==> config.mk <==
export PLATFORM = sky130hd
export DESIGN_NAME = wdt_ctrl
export DESIGN_NICKNAME = d
export VERILOG_FILES = /design/src/rtl/wdt_pkg.sv /design/src/rtl/wdt_stretch.sv /design/src/rtl/wdt_ctrl.sv
export SDC_FILE = /design/constraint.sdc
export NUM_CORES = 1
export LEC_CHECK = 0
export ABC_AREA = 1
export BUFFER_PORTS_ARGS = -buffer_cell sky130_fd_sc_hd__buf_4
export CAP_MARGIN = 20
export CORE_UTILIZATION = 45
export CTS_CLUSTER_DIAMETER = 150
export DETAILED_ROUTE_END_ITERATION = 12
export PLACE_DENSITY = 0.76
export SYNTH_ARGS = -nofsm -noshare
export SYNTH_HDL_FRONTEND = slang
export SYNTH_SLANG_ARGS = --single-unit
==> constraint.sdc <==
create_clock -name clk -period 2.8 [get_ports clk]
set_clock_uncertainty 0.2 [all_clocks]
set_input_delay 0.28 -clock clk [delete_from_list [all_inputs] [get_ports clk]]
set_output_delay 0.28 -clock clk [all_outputs]
set_load 0.05 [all_outputs]
==> src/rtl/wdt_pkg.sv <==
// Shared types and constants for the watchdog controller: FSM states,
// register map and STATUS word layout.
package wdt_pkg;

    typedef enum logic [2:0] {
        ST_DISABLED = 3'd0,
        ST_LOAD     = 3'd1,
        ST_RUN      = 3'd2,
        ST_KICK     = 3'd3,
        ST_EXPIRED  = 3'd4
    } wdt_state_e;

    localparam logic [1:0] ADDR_CTRL   = 2'd0;
    localparam logic [1:0] ADDR_CNT    = 2'd1;
    localparam logic [1:0] ADDR_KICK   = 2'd2;
    localparam logic [1:0] ADDR_STATUS = 2'd3;

    localparam int STAT_STATE_LSB = 0;
    localparam int STAT_IRQ_BIT   = 3;
    localparam int STAT_RST_BIT   = 4;
    localparam int STAT_ERR_BIT   = 5;

    function automatic logic [31:0] status_word(input logic [2:0] st,
                                                input logic       irq,
                                                input logic       rst_req,
                                                input logic       err);
        logic [31:0] w;
        w = '0;
        w[STAT_STATE_LSB +: 3] = st;
        w[STAT_IRQ_BIT]        = irq;
        w[STAT_RST_BIT]        = rst_req;
        w[STAT_ERR_BIT]        = err;
        return w;
    endfunction

endpackage

==> src/rtl/wdt_stretch.sv <==
// Pulse stretcher shared by the LOAD and KICK phases: a start pulse raises
// the selected output for STRETCH cycles, done marks its final cycle.
module wdt_stretch
    import wdt_pkg::*;
#(
    parameter int unsigned STRETCH = 4
) (
    input  logic clk,
    input  logic rst,
    input  logic start,
    input  logic sel,
    output logic out_a,
    output logic out_b,
    output logic done
);

    localparam logic [31:0] RELOAD = 32'(STRETCH - 1);

    logic [31:0] cnt_q, cnt_d;
    logic        out_a_q, out_a_d;
    logic        out_b_q, out_b_d;
    logic        busy;

    assign busy = out_a_q | out_b_q;
    assign done = busy && (cnt_q == '0);

    always_comb begin
        cnt_d   = cnt_q;
        out_a_d = out_a_q;
        out_b_d = out_b_q;
        if (start) begin
            cnt_d   = RELOAD;
            out_a_d = ~sel;
            out_b_d = sel;
        end else if (done) begin
            out_a_d = 1'b0;
            out_b_d = 1'b0;
        end else if (busy) begin
            cnt_d = cnt_q - 32'd1;
        end
    end

    always_ff @(posedge clk) begin
        if (rst) begin
            cnt_q   <= '0;
            out_a_q <= 1'b0;
            out_b_q <= 1'b0;
        end else begin
            cnt_q   <= cnt_d;
            out_a_q <= out_a_d;
            out_b_q <= out_b_d;
        end
    end

    assign out_a = out_a_q;
    assign out_b = out_b_q;

endmodule

==> src/rtl/wdt_ctrl.sv <==
// System-clock watchdog controller: CPU registers, WDEN/WDLIVE sequencing,
// timeout interrupt and grace-window reset request.
//
// state       | meaning
// DISABLED    | watchdog off, CNT writable
// LOAD        | WDEN stretched so the WDT reloads from WTOCNT
// RUN         | counting, waiting for kick / timeout / disable
// KICK        | WDLIVE stretched, inputs ignored
// EXPIRED     | irq raised, grace window running toward sys_rst_req
module wdt_ctrl
    import wdt_pkg::*;
#(
    parameter int unsigned STRETCH  = 4,
    parameter logic [31:0] GRACE    = 32'd1024,
    parameter logic [31:0] KICK_KEY = 32'h5A5A_A5A5
) (
    input  logic        clk,
    input  logic        rst,
    input  logic        reg_we,
    input  logic        reg_re,
    input  logic [1:0]  reg_addr,
    input  logic [31:0] reg_wdata,
    output logic [31:0] reg_rdata,
    input  logic        wto_sync,
    output logic        WDEN,
    output logic        WDLIVE,
    output logic [31:0] WTOCNT,
    output logic        wdt_irq,
    output logic        sys_rst_req
);

    wdt_state_e  state_q, state_d;
    logic [31:0] cnt_q, cnt_d;
    logic [31:0] grace_q, grace_d;
    logic [31:0] wtocnt_q, wtocnt_d;
    logic [31:0] rdata_q, rdata_d;
    logic        err_q, err_d;
    logic        irq_q, irq_d;
    logic        rst_req_q, rst_req_d;
    logic        start_q, start_d;
    logic        sel_q, sel_d;
    logic        err_set;
    logic        stretch_done;

    logic wr_ctrl, wr_cnt, wr_kick, key_ok, rd_status;

    assign wr_ctrl   = reg_we && (reg_addr == ADDR_CTRL);
    assign wr_cnt    = reg_we && (reg_addr == ADDR_CNT);
    assign wr_kick   = reg_we && (reg_addr == ADDR_KICK);
    assign key_ok    = (reg_wdata == KICK_KEY);
    assign rd_status = reg_re && (reg_addr == ADDR_STATUS);

    wdt_stretch #(.STRETCH(STRETCH)) u_stretch (
        .clk   (clk),
        .rst   (rst),
        .start (start_q),
        .sel   (sel_q),
        .out_a (WDEN),
        .out_b (WDLIVE),
        .done  (stretch_done)
    );

    always_comb begin
        state_d = state_q;
        cnt_d   = cnt_q;
        err_set = 1'b0;
        unique case (state_q)
            ST_DISABLED: begin
                if (wr_ctrl && reg_wdata[0]) begin
                    if (cnt_q != '0) state_d = ST_LOAD;
                    else             err_set = 1'b1;
                end else if (wr_cnt) begin
                    cnt_d = reg_wdata;
                end
            end
            ST_LOAD: if (stretch_done) state_d = ST_RUN;
            ST_RUN: begin
                if (wto_sync)                       state_d = ST_EXPIRED;
                else if (wr_kick)                   state_d = key_ok ? ST_KICK : ST_EXPIRED;
                else if (wr_ctrl && !reg_wdata[0])  state_d = ST_DISABLED;
            end
            ST_KICK: if (stretch_done) state_d = ST_RUN;
            ST_EXPIRED: if (!rst_req_q && wr_kick && key_ok) state_d = ST_LOAD;
            default: state_d = ST_DISABLED;
        endcase

        if (wr_cnt && state_q != ST_DISABLED) err_set = 1'b1;

        // Stretcher is launched from a flop so pulses start one cycle after state entry.
        start_d = (state_d != state_q) && (state_d == ST_LOAD || state_d == ST_KICK);
        sel_d   = (state_d == ST_KICK);

        if (state_q == ST_EXPIRED && state_d == ST_EXPIRED)
            grace_d = (grace_q == GRACE) ? grace_q : grace_q + 32'd1;
        else
            grace_d = '0;

        rst_req_d = rst_req_q ||
                    (state_q == ST_EXPIRED && state_d == ST_EXPIRED && grace_d == GRACE);
        irq_d     = (state_d == ST_EXPIRED);
        err_d     = err_set || (err_q && !rd_status);
        wtocnt_d  = cnt_q;

        rdata_d = rdata_q;
        if (reg_re) begin
            unique case (reg_addr)
                ADDR_CTRL:   rdata_d = {31'd0, state_q != ST_DISABLED};
                ADDR_CNT:    rdata_d = cnt_q;
                ADDR_KICK:   rdata_d = '0;
                ADDR_STATUS: rdata_d = status_word(state_q, irq_q, rst_req_q, err_q);
                default:     rdata_d = '0;
            endcase
        end
    end

    always_ff @(posedge clk) begin
        if (rst) begin
            state_q   <= ST_DISABLED;
            cnt_q     <= '0;
            grace_q   <= '0;
            wtocnt_q  <= '0;
            rdata_q   <= '0;
            err_q     <= 1'b0;
            irq_q     <= 1'b0;
            rst_req_q <= 1'b0;
            start_q   <= 1'b0;
            sel_q     <= 1'b0;
        end else begin
            state_q   <= state_d;
            cnt_q     <= cnt_d;
            grace_q   <= grace_d;
            wtocnt_q  <= wtocnt_d;
            rdata_q   <= rdata_d;
            err_q     <= err_d;
            irq_q     <= irq_d;
            rst_req_q <= rst_req_d;
            start_q   <= start_d;
            sel_q     <= sel_d;
        end
    end

    assign reg_rdata   = rdata_q;
    assign WTOCNT      = wtocnt_q;
    assign wdt_irq     = irq_q;
    assign sys_rst_req = rst_req_q;

endmodule
==> impl_metrics.json <==
{
  "run_status": "finished, final reports clean",
  "timing.reg2reg.worst_path_depth": 12,
  "final.hold.worst_slack_ns": 0.0213,
  "drv.max_cap_violation_count": 0,
  "timing.critical_path.slowest_stage_cell": "sky130_fd_sc_hd__dlygate4sd3_1",
  "min_period_over_period": 0.885,
  "cell_pwr_density_mw_per_mm2": 963,
  "hold_class": "primary input to flop",
  "worst_slew_pin_slew_ns": 0.893,
  "number_of_diodes_added_for_antenna_fixing": 0,
  "rsz0062_at_grt": "no",
  "worstReg2RegEnd": "u_stretch.cnt_q[5]$_SDFFE_PP0P_",
  "clkSlewWorstSetupHoldPaths_ns": 0.07,
  "critical-path-max-stage-delay_ns": 0.54,
  "syn_avg_cell_area_um2": 6.87,
  "worst_slew_margin_rel": 0.404,
  "count_of_input_and_output_buffers": 106,
  "timing.critical_path.from": "reg_wdata[16]",
  "rows": 48,
  "start_kind": "primary input",
  "cts-root-to-sink-buffers": 2,
  "worst_ep_required_time_ns": 2.96,
  "finalHoldViolCount": 0,
  "ctsRootBufferMaster": "sky130_fd_sc_hd__clkbuf_16",
  "detailedRoute.firstPassIterationCount": 5,
  "die-width_um": 135,
  "final_nets": 1327,
  "post-route-drc-count": 0,
  "layout.cells.most_common": "sky130_fd_sc_hd__nand2_1",
  "hold-path-cell-count": 4,
  "synthFlopType": "sky130_fd_sc_hd__dfxtp_1",
  "critPathArrivalTime_ns": 2.63,
  "syn2layout_area_growth_pct": 23.5,
  "ys_seq_area_frac": 0.428,
  "start_util": 0.460,
  "totalNegativeSetupSlack_ns": 0,
  "cts_made_buffers": 17,
  "most-common-layout-cells": "sky130_fd_sc_hd__nand2_1, sky130_fd_sc_hd__nor2_1, sky130_fd_sc_hd__dfxtp_1, sky130_fd_sc_hd__buf_4, sky130_fd_sc_hd__inv_1",
  "die_h_um": 135,
  "ratio_of_cells_with_drive_above_1_in_the_final_layout": 0.141,
  "maximum_number_of_pins_on_one_net_before_global_route_repair": 64,
  "num_vias": 7763,
  "synthDistinctLibCells": 40,
  "end_kind": "flop",
  "mappedNetlistArea_mm2": 0.00795,
  "postCtsResizedCells": 0,
  "yosysWarnings": 0,
  "core_area_mm2": 0.0173,
  "timing.setup.critical_path_class": "primary input to flop",
  "ys_ff_latch": 170,
  "worst_skew_pair.late_latency_ns": 0.43,
  "finalSetupViolCount": 0,
  "max-vdd-ir-drop_mv": 0.764,
  "synth_edf_count": 0,
  "leakage_power_figure_nw": 4.13,
  "globalRoute.totalOverflow": 0,
  "area_of_the_die_mm2": 0.0182,
  "detail_route.vias_per_cell": 5.11,
  "antenna_found_initial": 0,
  "pin_count": 107,
  "min-delay-start": "reg_addr[0]",
  "grt_first_pass_wirelength_mm": 35.0,
  "cts_tree": "yes",
  "detailed_place_hpwl_mm": 15.5,
  "drt-total-wl_mm": 21.5,
  "cts.sink_count": 170,
  "cells_along_the_critical_path": "dlygate4sd3_1, buf_4, inv_1, nand2_1, nor2_1, nand2_1, nor2_1, nand3_4, nand3_4, inv_1, nand2_1, nand2_1, nor2_1, nand2_1, nor2_1, nand2_1, a21oi_2",
  "fillers": 1628,
  "largest_fanout_on_the_critical_path": 19,
  "syn_inst": 1158,
  "fmax_mhz": 404,
  "globalplace.congestion": 0.941,
  "r2r_start": "u_stretch.cnt_q[0]$_SDFFE_PP0P_",
  "wire_per_inst_um": 14.2,
  "min_to": "err_q$_SDFF_PP0_",
  "r2r_slack_ns": 0.46,
  "number_of_global_route_vias_before_repair": 7376,
  "mappedNetlistNets": 1201,
  "finalMaxSlewViolations": 0,
  "clock_tree.htree_level_count": 4,
  "drt_iter0_drc": 506,
  "worst_path_most_repeated_cell": "sky130_fd_sc_hd__nand2_1",
  "synth-async-reset-ratio": 0,
  "global_route.usage.total": 0.242,
  "detail-route-antenna-nets": 0,
  "min_period_ns": 2.48
}
==> report_power, final <==
| group | total, mW | switching [mW] | internal, mW | leakage, nW |
|---|---|---|---|---|
| combinational | 4.32 | 2.63 | 1.69 | 2.48 |
| sequential | 2.82 | 0.201 | 2.62 | 1.38 |
| clock | 2.32 | 1.01 | 1.31 | 0.273 |
==> through the flow <==
step	worst slack, ns	total power, mW	area, µm²	utilization	std cells
floorplan	0.797	6.11	7950	-	1158
global placement	0.518	7.20	8940	0.517	1458
detailed placement	0.454	7.11	8940	0.517	1458
CTS	0.349	9.46	9820	0.568	1519
global route	0.178	8.55	9820	0.568	1519
finish	0.322	9.46	9820	0.568	1519
==> critical path: cells and delay by family <==
| family | cells | cell delay, ns |
|---|---|---|
| buf+inv | 4 | 0.83 |
| compound gates | 1 | 0.10 |
| simple gates | 12 | 1.41 |
==> flip-flops by register name, indices dropped and copies added (netlist names) <==
signal and count:
WTOCNT 32, cnt_q 32, err_q 1, grace_q 32, reg_rdata 32, sel_q 1, start_q 1, state_q 3
sys_rst_req 1, u_stretch.cnt_q 32, u_stretch.out_a 1, u_stretch.out_b 1, wdt_irq 1
==> how the worst max path moves through the flow <==
stage                             endpoint  slack, ns
global route        sys_rst_req$_SDFF_PP0_       0.18
CTS                 sys_rst_req$_SDFF_PP0_       0.35
global placement    sys_rst_req$_SDFF_PP0_       0.52
detailed placement  sys_rst_req$_SDFF_PP0_       0.45
finish              sys_rst_req$_SDFF_PP0_       0.32
floorplan           sys_rst_req$_SDFF_PP0_       0.80
==> layout make-up <==
cell class,instances,area [µm²],area share
multi-input combinational,827,3930,0.400
sequential,170,3400,0.346
timing repair buffer,147,1180,0.120
clock buffer,17,425,0.0433
tap,225,282,0.0287
clock inverter,12,141,0.0144
inverter,121,457,0.0465
==> cells in the mapped netlist (2+ instances only) <==
master,n,area [µm²]
sky130_fd_sc_hd__nand3_1,28,140
sky130_fd_sc_hd__nor4_1,12,75.1
sky130_fd_sc_hd__inv_1,114,428
sky130_fd_sc_hd__nor2_1,212,796
sky130_fd_sc_hd__nand4_1,19,119
sky130_fd_sc_hd__nand2_2,9,56.3
sky130_fd_sc_hd__a221oi_1,3,26.3
sky130_fd_sc_hd__ha_1,4,50.1
sky130_fd_sc_hd__clkinv_1,2,7.51
sky130_fd_sc_hd__buf_2,6,30.0
sky130_fd_sc_hd__nand3b_1,7,52.6
sky130_fd_sc_hd__nor2_2,10,62.6
sky130_fd_sc_hd__a31oi_1,3,18.8
sky130_fd_sc_hd__a21oi_1,105,526
sky130_fd_sc_hd__buf_1,5,18.8
sky130_fd_sc_hd__xnor2_1,19,166
sky130_fd_sc_hd__o21ai_1,2,10.0
sky130_fd_sc_hd__nor2_4,3,33.8
sky130_fd_sc_hd__nand3_4,2,35.0
sky130_fd_sc_hd__clkbuf_1,28,105
sky130_fd_sc_hd__xor2_1,17,149
sky130_fd_sc_hd__inv_2,4,15.0
sky130_fd_sc_hd__dfxtp_1,170,3400
sky130_fd_sc_hd__nor3_1,19,95.1
sky130_fd_sc_hd__nand2_1,265,995
sky130_fd_sc_hd__o21ai_0,76,380
==> routing by layer <==
metal  track usage  routed length, µm
met1         0.296               9570
met3        0.0597               1410
met2         0.416              10300
met5             0                  0
met4        0.0749                271
==> logic make-up (layout without fill, tap and decap cells) <==
| kind of cell | Yosys count | in the layout | synth area share |
|---|---|---|---|
| DFF | 170 | 170 | 0.428 |
| adders and majority gates | 4 | 4 | 0.00629 |
| AOI/OAI and AO/OA | 194 | 194 | 0.127 |
| xor gates and xnor gates | 36 | 36 | 0.0397 |
| and+or+nand+nor | 593 | 593 | 0.321 |
| buffers and inverters | 161 | 297 | 0.0782 |
==> repair_timing <==
action / in CTS / in global routing
endpoints found under the hold margin: 40 / 0
hold buffers: 32 / 0
buffers inserted: 0 / 0
Power figures use the tool's default switching activity.
